## src/rtl/pacman_maze_pkg.sv

```systemverilog
// Shared maze constants: playfield size, wall rectangles, direction codes.
// Also the first-blocked run-length helper used by the look-ahead block.
package pacman_maze_pkg;

  localparam int FIELD_W   = 320;
  localparam int FIELD_H   = 240;
  localparam int SPRITE    = 16;
  localparam int MAX_LOOK  = 7;
  localparam int NUM_WALLS = 4;
  localparam int COORD_W   = 11;

  typedef logic signed [COORD_W-1:0] coord_t;

  typedef struct packed {
    coord_t x0;
    coord_t x1;
    coord_t y0;
    coord_t y1;
  } rect_t;

  localparam coord_t C_ZERO = '0;
  localparam coord_t X_MAX  = coord_t'(FIELD_W - 1);
  localparam coord_t Y_MAX  = coord_t'(FIELD_H - 1);
  localparam coord_t SPAN   = coord_t'(SPRITE - 1);

  localparam rect_t WALLS [NUM_WALLS] = '{
    '{x0: 11'sd40,  x1: 11'sd279, y0: 11'sd60,  y1: 11'sd75},
    '{x0: 11'sd40,  x1: 11'sd55,  y0: 11'sd100, y1: 11'sd179},
    '{x0: 11'sd264, x1: 11'sd279, y0: 11'sd100, y1: 11'sd179},
    '{x0: 11'sd100, x1: 11'sd219, y0: 11'sd150, y1: 11'sd165}
  };

  // Probe orientation: a column probe has a fixed x and spans rows.
  localparam logic AXIS_COL = 1'b0;
  localparam logic AXIS_ROW = 1'b1;

  localparam logic [3:0] L = 4'b1000;
  localparam logic [3:0] U = 4'b0100;
  localparam logic [3:0] R = 4'b0010;
  localparam logic [3:0] D = 4'b0001;

  function automatic logic [2:0] run_length(
    input logic [MAX_LOOK-1:0] free
  );
    logic [2:0] n;
    logic       run;
    n   = '0;
    run = 1'b1;
    for (int i = 0; i < MAX_LOOK; i++) begin
      run = run & free[i];
      if (run) n = n + 3'd1;
    end
    return n;
  endfunction

endpackage

```

## src/rtl/maze_segment_probe.sv

```systemverilog
// One look-ahead segment: free when on-field and touching no wall.
// Purely combinational; the top registers the resulting counts.
module maze_segment_probe
  import pacman_maze_pkg::*;
(
  input  logic   axis,
  input  coord_t fixed,
  input  coord_t span_lo,
  input  coord_t span_hi,
  output logic   free
);

  logic in_field;
  logic hit;

  always_comb begin
    in_field = 1'b0;
    hit      = 1'b0;
    unique case (1'b1)
      (axis == AXIS_ROW):
        in_field = (fixed >= C_ZERO) && (fixed <= Y_MAX);
      default:
        in_field = (fixed >= C_ZERO) && (fixed <= X_MAX);
    endcase
    for (int w = 0; w < NUM_WALLS; w++) begin
      if (axis == AXIS_ROW) begin
        if (fixed >= WALLS[w].y0 && fixed <= WALLS[w].y1 &&
            span_lo <= WALLS[w].x1 && span_hi >= WALLS[w].x0)
          hit = 1'b1;
      end else begin
        if (fixed >= WALLS[w].x0 && fixed <= WALLS[w].x1 &&
            span_lo <= WALLS[w].y1 && span_hi >= WALLS[w].y0)
          hit = 1'b1;
      end
    end
    free = in_field & ~hit;
  end

endmodule

```

## src/rtl/maze_direction_flag.sv

```systemverilog
// Per-direction free-pixel look-ahead for a 16x16 sprite in the maze.
// 28 parallel probes feed four first-blocked counters and output regs.
module maze_direction_flag
  import pacman_maze_pkg::*;
(
  input  logic       clk,
  input  logic       rst_n,
  input  logic [8:0] x,
  input  logic [8:0] y,
  output logic [2:0] flag_L,
  output logic [2:0] flag_U,
  output logic [2:0] flag_R,
  output logic [2:0] flag_D
);

  coord_t sx;
  coord_t sy;
  coord_t sx_end;
  coord_t sy_end;

  logic [MAX_LOOK-1:0] free_l;
  logic [MAX_LOOK-1:0] free_u;
  logic [MAX_LOOK-1:0] free_r;
  logic [MAX_LOOK-1:0] free_d;

  // Widen before any add/subtract so off-field probes never wrap.
  assign sx     = $signed({2'b00, x});
  assign sy     = $signed({2'b00, y});
  assign sx_end = sx + SPAN;
  assign sy_end = sy + SPAN;

  for (genvar k = 1; k <= MAX_LOOK; k++) begin : g_k
    localparam coord_t KC = coord_t'(k);

    maze_segment_probe u_l (
      .axis    (AXIS_COL),
      .fixed   (sx - KC),
      .span_lo (sy),
      .span_hi (sy_end),
      .free    (free_l[k-1])
    );

    maze_segment_probe u_u (
      .axis    (AXIS_ROW),
      .fixed   (sy - KC),
      .span_lo (sx),
      .span_hi (sx_end),
      .free    (free_u[k-1])
    );

    maze_segment_probe u_r (
      .axis    (AXIS_COL),
      .fixed   (sx_end + KC),
      .span_lo (sy),
      .span_hi (sy_end),
      .free    (free_r[k-1])
    );

    maze_segment_probe u_d (
      .axis    (AXIS_ROW),
      .fixed   (sy_end + KC),
      .span_lo (sx),
      .span_hi (sx_end),
      .free    (free_d[k-1])
    );
  end

  always_ff @(posedge clk or negedge rst_n) begin
    if (!rst_n) begin
      flag_L <= '0;
      flag_U <= '0;
      flag_R <= '0;
      flag_D <= '0;
    end else begin
      flag_L <= run_length(free_l);
      flag_U <= run_length(free_u);
      flag_R <= run_length(free_r);
      flag_D <= run_length(free_d);
    end
  end

endmodule

```

## config.mk

```make
export PLATFORM = sky130hd
export DESIGN_NAME = maze_direction_flag
export DESIGN_NICKNAME = d
export VERILOG_FILES = /design/src/rtl/pacman_maze_pkg.sv /design/src/rtl/maze_segment_probe.sv /design/src/rtl/maze_direction_flag.sv
export SDC_FILE = /design/constraint.sdc
export NUM_CORES = 1
export LEC_CHECK = 0
export BUFFER_PORTS_ARGS = -buffer_cell sky130_fd_sc_hd__buf_2
export CAP_MARGIN = 20
export CORE_UTILIZATION = 35
export CTS_CLUSTER_SIZE = 25
export DETAILED_ROUTE_END_ITERATION = 10
export HOLD_SLACK_MARGIN = 0.02
export PLACE_DENSITY = 0.52
export SLEW_MARGIN = 20
export SYNTH_ARGS = -nofsm -noshare
export SYNTH_HDL_FRONTEND = slang
export SYNTH_SLANG_ARGS = --single-unit
export TNS_END_PERCENT = 5
```

## constraint.sdc

```tcl
create_clock -name clk -period 0.8 [get_ports clk]
set_input_delay 0 -clock clk [delete_from_list [all_inputs] [get_ports clk]]
set_output_delay 0 -clock clk [all_outputs]
set_load 0.02 [all_outputs]
```

==> metrics.yaml, run 1 <==
nets: 2644
cts_sinks: 12
fin_ws_ns: -4.47
cts_buffer_depth: 2
hold_ws_ns: 0.224
worstPathRequired_ns: 0.99
hp-class: "in -> async"
yosys_warnings: 0
seq_area_frac_synth_pct: 2.37
ant_nets: 0
cp_data_arrival_time_ns: 5.46
h-tree-depth: 1
worstSetupEndpointType: "flop"
total_power_mw: 19.7
drive_above_1_share_pct: 40.4
synth_edf_count: 0
syn-num-nets: 1980
relSlewSlack_pct: 47.8
root_buffer: "clkbuf_16"
synthCells: 1879
grt_max_degree: 26
hold_viol: 0
setup_viol: 13
post-route-drc-count: 0
violations: "negative setup slack"
cp_max_fo: 5
grt_usage_pct: 32.7
grt_pass1_vias: 17147
grt_pass1_wl_um: 94800
ys.flop_type: "dfrtp_1"
p_leak_nw: 8.40
die_area_um2: 36900
drv_slew: 0
period_minus_slack_ns: 5.27
crit_slowest_cell: "or4_4"
fp.coreArea_um2: 35600
cp-start-kind: "primary input"
syn_area_um2: 12700
grt_antenna_before_repair: 1
slowest_delay_ns: 0.54
ys_async_sr_fraction_pct: 100
max_freq_mhz: 190
preCtsSetupSlack_ns: -5.31
worst_pin_slew_ns: 0.776
die_h_um: 192
drt-initial-drc-count: 1640
dp_cells: 2954
cts_tree: "built"
ys_ff_latch: 12
routed_wl_um: 62300
overflow: 0
wl_per_cell_um: 20.8
via_per_inst: 5.96
cts-buffers-inserted: 3
critPathKind: "in -> reg"
syn2layout_area_growth_pct: 57.4
syn_area_per_cell_um2: 6.73
ir_drop_mv: 0.635
firstDrtPassIters: 5
finalCritPeriodShare_pct: 658
vias: 17908
start_util_pct: 35.6
die_x_um: 192
synth_cell_types: 116
clk_pin_slew_ns: 0.05
rsz0062_at_grt: "yes"
tns_ns: -45.86
numPortBuffers: 31
instances_no_fill: 3003
p_per_area_nw_per_um2: 991
pin_count: 32
gp_congestion: 0.995
drv_cap: 0
hpwlAfterDp_um: 50000
status: "finished with violations"
core.rowCount: 69
[logic make-up (layout without fill, tap and decap cells)]
logic type               after synthesis  in the layout  share of synthesized area [%]
AND/OR/NAND/NOR                      733            733                           30.1
AO/OA/AOI/OAI                        653            653                           36.2
buffers and inverters                186            848                           6.24
XOR/XNOR                             182            182                           14.5
adder cells (fa/ha/maj)               82             82                           8.09
multiplexers                          31             31                           2.56
flip-flops                            12             12                           2.37
other                                  0              1                              0
[power by group]
group	switching [mW]	internal [mW]
combinational	9.46	8.53
clock	0.379	0.660
sequential	0.0172	0.685
total	9.86	9.88
[flip-flops by register name (all words and copies together) (netlist names)]
signal	flops
flag_D	3
flag_L	3
flag_R	3
flag_U	3
[cells in the final DEF, fill, tap and decap left out, types with 12 or more instances in the layout]
cell type and n:
o21ai_0 83, o21ai_1 13, a22oi_1 14, ha_4 19
inv_1 28, a31oi_1 44, buf_12 18, nand2_1 171
nor3_1 65, ha_1 58, a32oi_1 12, o21a_1 19
dfrtp_1 12, inv_2 13, nor4_1 17, or3_1 12
o31ai_1 21, o22ai_1 21, nand2b_1 25, a211oi_1 20
nor2_1 151, buf_4 735, a211o_1 13, a21o_1 17
buf_6 12, mux2i_1 19, nand3_1 73, and2_1 12
xnor2_2 13, and3_1 22, o211ai_1 29, buf_2 29
xnor2_1 138, nor2b_1 28, nand4_1 34, a21oi_1 134
xor2_1 13
[routing by layer]
metal  vias to the layer above  wire length (um)  track usage [%]
met5                         -                 0                0
met4                         0              2710             13.7
met3                       168              4280             2.69
met2                       796             29200             56.2
met1                      8493             26100             41.7
li1                       8451                 -                -
[final cells by class]
class	count	area, um^2
inverters	49	216
multi-input cells	1681	12600
well taps	461	577
clock buffers	3	75.1
repair buffers	796	6180
flip-flops and latches	12	300
diodes	1	2.50
fillers	3476	15600
[worst max-delay path, delay by kind of cell]
| family | cells | cell delay (ns) |
|---|---|---|
| compound gates | 6 | 1.51 |
| xor+xnor | 2 | 0.36 |
| fa+ha+maj | 5 | 1.13 |
| buf+inv | 6 | 0.71 |
| mux | 1 | 0.27 |
| simple gates | 7 | 1.47 |
[final timing paths]
kind,slack (ns),from,to
hold / removal,0.22,rst_n,flag_D[2]
min in group clk,0.72,flag_U[2],flag_U[2]
setup / recovery,-4.47,x[1],flag_U[2]
max in group asynchronous,0.26,rst_n,flag_L[1]
[synthesized netlist by cell type, types with 10 or more instances]
| cell type | number | area share, % |
|---|---|---|
| nand2_1 | 175 | 5.2 |
| nor2_1 | 161 | 4.8 |
| xnor2_1 | 150 | 10 |
| a21oi_1 | 146 | 5.8 |
| o21ai_0 | 92 | 3.6 |
| ha_1 | 81 | 8.0 |
| nand3_1 | 77 | 3.0 |
| clkbuf_1 | 69 | 2.0 |
| nor3_1 | 69 | 2.7 |
| buf_2 | 48 | 1.9 |
| a31oi_1 | 45 | 2.2 |
| inv_1 | 40 | 1.2 |
| nand4_1 | 34 | 1.7 |
| nor2b_1 | 29 | 1.4 |
| o211ai_1 | 29 | 1.7 |
| a211oi_1 | 27 | 1.6 |
| nand2b_1 | 26 | 1.3 |
| nor4_1 | 24 | 1.2 |
| o22ai_1 | 23 | 1.1 |
| and3_1 | 22 | 1.1 |
| o31ai_1 | 22 | 1.3 |
| mux2i_1 | 20 | 1.6 |
| o21a_1 | 19 | 1.1 |
| a21o_1 | 17 | 1.0 |
| a22oi_1 | 16 | 0.95 |
| and2_1 | 16 | 0.79 |
| a311oi_1 | 14 | 0.97 |
| xor2_1 | 14 | 0.97 |
| a211o_1 | 13 | 0.90 |
| o2111ai_1 | 13 | 0.90 |
| or3_1 | 13 | 0.64 |
| xnor3_1 | 13 | 2.3 |
| a2111oi_0 | 12 | 0.83 |
| a21boi_0 | 12 | 0.71 |
| a32oi_1 | 12 | 0.83 |
| buf_1 | 12 | 0.36 |
| dfrtp_1 | 12 | 2.4 |
| o221ai_1 | 12 | 0.83 |
| mux2_2 | 11 | 0.98 |
| o21bai_1 | 10 | 0.59 |
[stage by stage]
step | util, % | cell area (um^2)
finish | 56.0 | 19900
global route | 56.0 | 19900
CTS | 54.2 | 19300
detailed placement | 52.4 | 18600
global placement | 52.4 | 18600
floorplan | - | 13000
[timing repair]
| action | 4_1_cts | 5_1_grt |
|---|---|---|
| buffers inserted | 18 | 26 |
| gates resized for setup | 84 | 96 |
| setup endpoints to repair | 13 | 14 |
| endpoints found under the hold margin | 12 | 0 |
| gates cloned | 0 | 0 |
| pin swaps | 43 | 78 |
| hold buffers | 1 | 0 |
(Power assumes the default switching activity.)
==> run 2, diff against run 1 <==
--- a/config.mk
+++ b/config.mk
@@ -12,6 +12,7 @@
 export DETAILED_ROUTE_END_ITERATION = 10
 export HOLD_SLACK_MARGIN = 0.02
 export PLACE_DENSITY = 0.52
+export RECOVER_POWER = 25
 export SLEW_MARGIN = 20
 export SYNTH_ARGS = -nofsm -noshare
 export SYNTH_HDL_FRONTEND = slang
==> run 2 against run 1 <==
  * The flow still finishes with violations (negative setup slack)
  * Critical path depth unchanged
  * Global-route usage unchanged
  * Sequential share of layout area unchanged
  * Utilization unchanged
  * Hold slack improved by 0.017 ns
  * Fmax about the same
  * Non-clock buffer count unchanged
  * Wire length about the same
  * Sequential power about the same
==> metrics.yaml, run 2 (synthesis gave the netlist of run 1 again) <==
status: "finished with violations"
violations: "negative setup slack"
fin_ws_ns: -4.47  # -0.000240 ns
preCtsSetupSlack_ns: -5.31  # unchanged
overflow: 0  # unchanged
gp_congestion: 0.995  # unchanged
die_h_um: 192  # unchanged
drt-initial-drc-count: 1644  # +0.24%
tns_ns: -45.85  # +0.00960 ns
crit_slowest_cell: "or4_4"
final_common_cell: "buf_4"
die_area_um2: 36900  # unchanged
cp-start-kind: "primary input"
grt_max_degree: 26  # unchanged
post-route-drc-count: 0  # unchanged
start_util_pct: 35.6  # unchanged
n_fill_cell: 3476  # unchanged
worstSetupEndpointType: "flop"
clk_pin_slew_ns: 0.05  # about the same
hp-class: "in -> async"
rsz0062_at_grt: "yes"
hpwlAfterDp_um: 50000  # unchanged
core.rowCount: 69  # unchanged
cts_tree: "built"
nets: 2644  # unchanged
grt_usage_pct: 32.7  # unchanged
critPathBufInv: 6  # unchanged
drv_slew: 0  # unchanged
wl_per_cell_um: 20.8  # about the same
fp.coreArea_um2: 35600  # unchanged
ir_drop_mv: 0.633  # -0.29%
hold_viol: 0  # unchanged
p_leak_nw: 8.40  # about the same
final_cell_mix: "735 x buf_4, 171 x nand2_1, 151 x nor2_1, 138 x xnor2_1, 134 x a21oi_1"
critPathKind: "in -> reg"
max_freq_mhz: 190  # about the same
relSlewSlack_pct: 48.1  # +0.30 points
finalCritPeriodShare_pct: 659  # about the same
drive_above_1_share_pct: 40.4  # unchanged
cts-buffers-inserted: 3  # unchanged
cp_data_arrival_time_ns: 5.46  # about the same
via_per_inst: 5.96  # about the same
root_buffer: "clkbuf_16"
worst_pin_slew_ns: 0.772  # -0.00447 ns
grt_antenna_before_repair: 1  # unchanged
startpoint: "x[1]"
vias: 17900  # -0.045%
syn2layout_area_growth_pct: 57.4  # unchanged
numPortBuffers: 31  # unchanged
worstPathRequired_ns: 0.99  # about the same
cts_sinks: 12  # unchanged
firstDrtPassIters: 7  # +2
cp_max_fo: 5  # unchanged
routed_wl_um: 62400  # about the same
h-tree-depth: 1  # unchanged
cts_buffer_depth: 2  # unchanged
fin_util_pct: 56.0  # unchanged
slowest_delay_ns: 0.54  # about the same
ant_nets: 0  # unchanged
grt_pass1_wl_um: 94800  # unchanged
grt_pass1_vias: 17147  # unchanged
pin_count: 32  # unchanged
setup_viol: 13  # unchanged
drv_cap: 0  # unchanged
period_minus_slack_ns: 5.27  # +0.000240 ns
die_x_um: 192  # unchanged
crit_family: "compound AO/OA/AOI/OAI gates"
p_per_area_nw_per_um2: 991  # about the same
[run 2: cell types whose count changed in the layout (fill, tap and decap cells not counted), sizes merged]
cell / change
clkbuf: +1
buf: -1
[run 2: power breakdown]
group / internal, mW / total, mW / switching (mW)
Sequential: 0.685 / 0.702 / 0.0171
Clock: 0.660 / 1.04 / 0.378
Combinational: 8.53 / 18.0 / 9.46
Total: 9.88 / 19.7 / 9.86
[run 2: per-layer routing]
metal	share of wire (%)	vias up	wire (um)	track usage (%)
met5	0	-	0	0
met4	4.3	0	2700	13.7
met3	6.9	166	4290	2.69
met2	47	773	29300	56.2
met1	42	8510	26100	41.7
li1	-	8451	-	-
[run 2: timing repair]
item	in CTS	in global routing
setup endpoints to repair	13	14
resized for setup	84	96
hold buffers	1	0
pin swaps	43	78
endpoints found under the hold margin	12	0
setup buffers	18	26
[run 2: path summary, 6_finish.rpt]
check	slack, ns	endpoint	depth (start not counted)
worst max-delay path	-4.47	flag_U[2]	27
worst min-delay path	0.24	flag_D[2]	2
max in group asynchronous	0.22	flag_L[1]	2
min in group clk	0.72	flag_U[2]	1
[run 2: area by class of cell]
type | instances | area (um^2) | area share [%]
sequential | 12 | 300 | 1.51
antenna | 1 | 2.50 | 0.0126
inverter | 49 | 216 | 1.09
timing repair buffer | 796 | 6180 | 31.0
multi-input combinational | 1681 | 12600 | 63.1
tap | 461 | 577 | 2.90
clock buffer | 3 | 75.1 | 0.377
[run 2: per-stage QoR]
step / cells / cell area (um^2) / hold slack, ns / total power [mW]
2_1_floorplan: 1879 / 13000 / -0.296 / 9.52
3_3_place_gp: 2954 / 18600 / -0.0329 / 16.6
3_5_place_dp: 2954 / 18600 / -0.0334 / 16.8
4_1_cts: 2976 / 19300 / 0.222 / 18.6
5_1_grt: 3003 / 19900 / 0.289 / 20.9
6_report: 3003 / 19900 / 0.241 / 19.7
